<file path="config.mk">
export PLATFORM = sky130hd
export DESIGN_NAME = register_file_mp
export DESIGN_NICKNAME = d
export VERILOG_FILES = /design/src/rtl/register_file_mp.sv
export SDC_FILE = /design/constraint.sdc
export NUM_CORES = 2
export LEC_CHECK = 0
export CAP_MARGIN = 5
export CORE_MARGIN = 1
export CORE_UTILIZATION = 45
export CTS_CLUSTER_DIAMETER = 40
export CTS_CLUSTER_SIZE = 10
export DETAILED_ROUTE_END_ITERATION = 7
export PLACE_DENSITY = 0.58
export SLEW_MARGIN = 20
export SYNTH_ARGS = -nofsm -noshare
export SYNTH_HDL_FRONTEND = slang
export SYNTH_SLANG_ARGS = --single-unit
</file>
<file path="constraint.sdc">
create_clock -name clk -period 40 [get_ports clk]
set_clock_uncertainty 0.05 [all_clocks]
set_input_delay 4 -clock clk [delete_from_list [all_inputs] [get_ports clk]]
set_output_delay 4 -clock clk [all_outputs]
set_load 0.005 [all_outputs]
</file>
<file path="src/rtl/register_file_mp.sv">
// Multi-port register file with two write ports, N_RD combinational read ports,
// optional write-to-read bypass and a per-register pending scoreboard.
module register_file_mp #(
  parameter int DATA_W   = 32,
  parameter int ADDR_W   = 5,
  parameter int N_RD     = 2,
  parameter int BYPASS   = 1,
  parameter int ZERO_REG = 1
) (
  input  logic                     clk,
  input  logic                     rst,
  input  logic                     wr_ena0,
  input  logic [ADDR_W-1:0]        wr_addr0,
  input  logic [DATA_W-1:0]        wr_data0,
  input  logic                     wr_ena1,
  input  logic [ADDR_W-1:0]        wr_addr1,
  input  logic [DATA_W-1:0]        wr_data1,
  input  logic                     rsv_ena,
  input  logic [ADDR_W-1:0]        rsv_addr,
  input  logic [N_RD*ADDR_W-1:0]   rd_addr,
  output logic [N_RD*DATA_W-1:0]   rd_data,
  output logic [N_RD-1:0]          rd_busy,
  output logic                     collide
);

  localparam int DEPTH = 2 ** ADDR_W;

  logic [DATA_W-1:0] regs_q [DEPTH];
  logic [DEPTH-1:0]  pending_q, pending_d;
  logic              collide_q, collide_d;
  logic              wr_vld0, wr_vld1, rsv_vld;

  // Register 0 is never a legal target when it is hardwired to zero.
  assign wr_vld0 = wr_ena0 && !((ZERO_REG != 0) && (wr_addr0 == '0));
  assign wr_vld1 = wr_ena1 && !((ZERO_REG != 0) && (wr_addr1 == '0));
  assign rsv_vld = rsv_ena && !((ZERO_REG != 0) && (rsv_addr == '0));

  always_comb begin
    // NOTE: every always_comb output gets a default first, so no path can infer a latch.
    pending_d = pending_q;
    if (wr_vld0) pending_d[wr_addr0] = 1'b0;
    if (wr_vld1) pending_d[wr_addr1] = 1'b0;
    if (rsv_vld) pending_d[rsv_addr] = 1'b1;
    collide_d = wr_vld0 && wr_vld1 && (wr_addr0 == wr_addr1);
  end

  always_ff @(posedge clk or posedge rst) begin
    if (rst) begin
      // NOTE: this storage must read as zero straight out of reset, so it is reset like
      // ordinary flops rather than left to power-up state as a RAM would be.
      for (int i = 0; i < DEPTH; i++) regs_q[i] <= '0;
      pending_q <= '0;
      collide_q <= 1'b0;
    end else begin
      // NOTE: non-blocking assignments to the same element resolve to the last one
      // executed, which gives write port 1 priority on an address collision.
      if (wr_vld0) regs_q[wr_addr0] <= wr_data0;
      if (wr_vld1) regs_q[wr_addr1] <= wr_data1;
      pending_q <= pending_d;
      collide_q <= collide_d;
    end
  end

  assign collide = collide_q;

  for (genvar k = 0; k < N_RD; k++) begin : g_rd
    logic [ADDR_W-1:0] addr;
    logic [DATA_W-1:0] data;
    logic              busy;

    assign addr = rd_addr[k*ADDR_W +: ADDR_W];

    always_comb begin
      data = regs_q[addr];
      busy = pending_q[addr];
      // Bypass is suppressed in reset so reads stay zero while rst is held.
      if ((BYPASS != 0) && !rst) begin
        if (wr_vld1 && (wr_addr1 == addr)) begin
          data = wr_data1;
          busy = rsv_vld && (rsv_addr == addr);
        end else if (wr_vld0 && (wr_addr0 == addr)) begin
          data = wr_data0;
          busy = rsv_vld && (rsv_addr == addr);
        end
      end
      if ((ZERO_REG != 0) && (addr == '0)) begin
        data = '0;
        busy = 1'b0;
      end
    end

    assign rd_data[k*DATA_W +: DATA_W] = data;
    assign rd_busy[k]                  = busy;
  end

endmodule

</file>
; Yosys cells after proc, flatten, opt, wreduce, memory -nomap -nowiden
; Index checks and enable logic that the tools add are counted.
; W data, S select, Z words.
[totals]
ff_bits = 1057
input_bits = 94
out_inout_bits = 67
[classes]
n_eq_ne = 7
order_cmp = 14
bitwise_logic = 9
muxes = 43
n_reduce_logical = 24
[ops]
columns = op, count
row1 = $bwmux W1024, 2
row2 = $mux W1024, 2
row3 = $mux W32, 17
row4 = $bmux W32 S5, 2
row5 = $demux W32 S5, 2
row6 = $and A32 B32 Y32, 2
row7 = $not A32 Y32, 2
row8 = $eq A5 B5 Y1, 7
row9 = $or A32 B32 Y32, 1
row10 = $lt A5 B6 Y1 const B, 5
row11 = $logic_not A5 Y1, 5
row12 = $ge A6 B6 Y1 const B, 4
row13 = $not A5 Y6, 4
row14 = $logic_and A1 B1 Y1, 16
row15 = $demux W1 S5, 3
row16 = $ge A5 B1 Y1 const B, 3
row17 = $mux W1, 13
row18 = $lt A6 B1 Y1 const B, 2
row19 = $bmux W1 S5, 2
row20 = $logic_not A1 Y1, 3

; Logic depth before layout (Yosys ltp)
[depth]
ltp_word = 11
ltp_mapped = 10

; Least setup slack after synthesis
; OpenSTA, ideal clock, no wires.
[synth_path]
kind = input-to-output
startpoint = input port rst
endpoint = output port rd_data[13]
cell_stages = 5
slack_ps = 6698
t_arrival_ps = 29252
n_path_buf = 1
t_required_ps = 35950
cell_sequence = clkbuf_1 inv_1 nand3_1 o21ai_0 a221oi_1
[synth_between]
elab_chain_cells = 2
[synth_rtl]
columns = element, line_no
row1 = "start, declared", 11  ; input logic rst,
row2 = $mux W32, 77  ; if ((BYPASS != 0) && !rst) begin
row3 = $mux W32, 86  ; if ((ZERO_REG != 0) && (addr == '0)) begin
row4 = "end, declared", 21  ; output logic [N_RD*DATA_W-1:0] rd_data,
; Every way passes these cells.

; Worst setup path after layout
[layout_path]
startpoint = input port rd_addr[5]
endpoint = output port rd_data[55]
[layout_between]
elab_chain_cells = 8
word_cells_on_any_way = 13
[layout_rtl]
columns = element, line_no
row1 = "start, declared", 20  ; input logic [N_RD*ADDR_W-1:0] rd_addr,
row2 = $not A5 Y6 (not written as such), 74  ; data = regs_q[addr];
row3 = $bmux W32 S5, 74
row4 = $mux W32 (not written as such) (2 in series), 74
row5 = $mux W32, 81  ; end else if (wr_vld0 && (wr_addr0 == addr)) begin
row6 = $mux W32, 78  ; if (wr_vld1 && (wr_addr1 == addr)) begin
row7 = $mux W32, 77
row8 = $mux W32 (*), 86
; Mark *: on every way between the ends. The rest lies on a longest branch, timed or not. The select of a mux whose other input is x is not followed.

==> impl_metrics.json <==
{
  "hold_viol_final": 0,
  "p_total_mw": 4.24,
  "cts_made_buffers": 183,
  "ios": 161,
  "ir_worst_vdd_v": 0.0000362,
  "fin_cells": 8668,
  "wl_mm": 299,
  "cp_max_fo": 42,
  "power.leakage_nw": 33.5,
  "post_cts_buffers": 0,
  "top_usage_layer": "met2",
  "syn_avg_cell_area_um2": 9.96,
  "syn_inst": 6807,
  "fin_ws_ns": 26.63,
  "synth-seq-cells": 1057,
  "hold_path.class": "reg -> reg",
  "grt_first_pass_wirelength_mm": 420,
  "setup-violations-final": 0,
  "startpoint_type": "input port",
  "holdWs_ns": 0.346,
  "drv_cap": 0,
  "drive_above_1_share_pct": 18.2,
  "syn_nets": 6901,
  "cts_resized": 0,
  "grt_max_degree": 150,
  "initial_core_util_pct": 45.3,
  "crit_path_end_kind": "primary output",
  "dieArea_um2": 152000,
  "finalCritPeriodShare_pct": 33.4,
  "crit_type": "in -> out",
  "antenna_found_initial": 15,
  "viasPerCell": 6.76,
  "fin_area_um2": 77000,
  "post_dp_cell_area_um2": 70200,
  "nNetsFinal": 6588,
  "min_period_ns": 13.37,
  "fillers": 13348,
  "die_w_um": 390,
  "use_met1_pct": 52.4,
  "gp_congestion": 0.919,
  "reg2reg_depth": 2,
  "cp.arrival_ns": 9.32,
  "overflow": 0,
  "port_buffers": 160,
  "drc": 0,
  "mostFrequentLayoutCell": "mux2i_1",
  "wl_per_cell_um": 34.5,
  "cts_sinks": 1057,
  "first_pass_iters": 6,
  "ant_nets": 0,
  "r2r_slack_ns": 39.10,
  "area_growth_pct": 13.6,
  "status": "finished clean",
  "rr_startpoint": "regs_q[108]",
  "dp.cells": 8324,
  "grt_util_met3_pct": 12.3,
  "final_core_util_pct": 51.5,
  "clkLatencyLatePin_ns": 0.81,
  "drt-initial-drc-count": 9021,
  "coreArea_um2": 150000,
  "clk_path_buf_depth": 3,
  "cts-root-buf": "clkbuf_16",
  "synth_flop_cell": "dfrtp_1",
  "async_flop_share_pct": 100,
  "min-delay-start": "regs_q[994]",
  "slew_violations": 0,
  "htreeDepth": 4,
  "reg2reg_to": "regs_q[108]",
  "netlist_area_um2": 67800,
  "grt_usage_pct": 38.7,
  "cts_hold_buf": 0,
  "slew_headroom_pct": 16.4,
  "power_density_nw_per_um2": 55.1,
  "synth_enable_flop_cells": 0,
  "tightest_slew_ns": 1.25,
  "seq_area_frac_synth_pct": 39.0,
  "rsz0062_at_grt": "false",
  "max_freq_ghz": 0.0748,
  "final_cell_mix": "1,090 x mux2i_1, 1,057 x dfrtp_1, 653 x o21ai_0, 611 x nand2_1, 587 x nor2_1",
  "grt_pass1_vias": 54808,
  "num_vias": 58590,
  "pre_cts_slack_ns": 26.79,
  "rows": 142,
  "path_clk_slew_ns": 0.05,
  "holdPathEnd": "regs_q[994]",
  "yosysUniqueCellTypes": 71,
  "crit_required_ns": 35.95,
  "die-height_um": 390,
  "tritoncts": "built",
  "fin_setup_tns_ns": 0,
  "hold_depth": 0,
  "dp_hpwl_mm": 166,
  "yosys_warnings": 0,
  "use_met2_pct": 54.8
}
[worst max-delay path: stages]
cell and delay, ns:
buf_8 0.37, buf_4 0.71, buf_4 0.94, nand4bb_4 1.08
o22ai_1 0.47, nor4_1 0.14, o211a_1 0.14, o32ai_1 0.73
clkdlybuf4s50_1 0.67
[logic make-up after synthesis]
logic type,Yosys count,synth area share (%)
compound gates,1611,13.7
flops,1057,39.0
xor+xnor,35,0.452
simple gates,1491,9.12
buf+inv,932,6.03
mux,1681,31.6
[routing by layer]
layer	wire length [um]	vias to the layer above
met5	113	-
met4	18100	18
met3	39000	982
met2	125000	4419
met1	117000	29133
li1	-	24038
[Yosys cell counts, drive strengths merged (32+ instances only)]
library cell,n,area share [%]
nor4,35,0.33
a21oi,511,3.8
nand2,642,3.6
o32ai,32,0.41
nor3,72,0.55
mux2,248,4.1
o31ai,35,0.40
o22ai,125,1.2
dfrtp,1057,39
inv,77,0.43
mux2i,1090,16
buf,319,2.6
clkbuf,536,3.0
a22o,62,0.80
mux4,343,11
nand3,52,0.38
o21ai,653,4.8
nor2,615,3.4
a22oi,62,0.69
[sequential cells by signal, indices dropped and copies added, names as in the netlist]
signal and cells:
collide 1, pending_q 32, regs_q 1024
[layout make-up]
| class | count | area (um^2) | share of cell area (%) |
|---|---|---|---|
| clock buffers | 233 | 5110 | 6.64 |
| repair buffers | 357 | 3200 | 4.16 |
| inverters | 77 | 297 | 0.385 |
| multi-input cells | 4818 | 37800 | 49.1 |
| flip-flops and latches | 1057 | 26500 | 34.4 |
| well taps | 2016 | 2520 | 3.28 |
| diodes | 5 | 12.5 | 0.0163 |
| clock inverters | 105 | 1590 | 2.07 |
[power by group]
part / internal [mW] / switching, mW / total [mW]
clock network: 1.11 / 0.615 / 1.73
logic: 0.484 / 0.452 / 0.937
registers: 1.34 / 0.234 / 1.58
total: 2.94 / 1.30 / 4.24
[worst max path at each step]
stage | from | end | cells after the start
after floorplan | rst | collide | 2
after detailed placement | rd_addr[5] | rd_data[61] | 10
after CTS | rd_addr[5] | rd_data[61] | 10
final | rd_addr[5] | rd_data[55] | 9
after global routing | rd_addr[5] | rd_data[35] | 10
after global placement | rd_addr[5] | rd_data[32] | 10
Power figures use the tool's default switching activity.
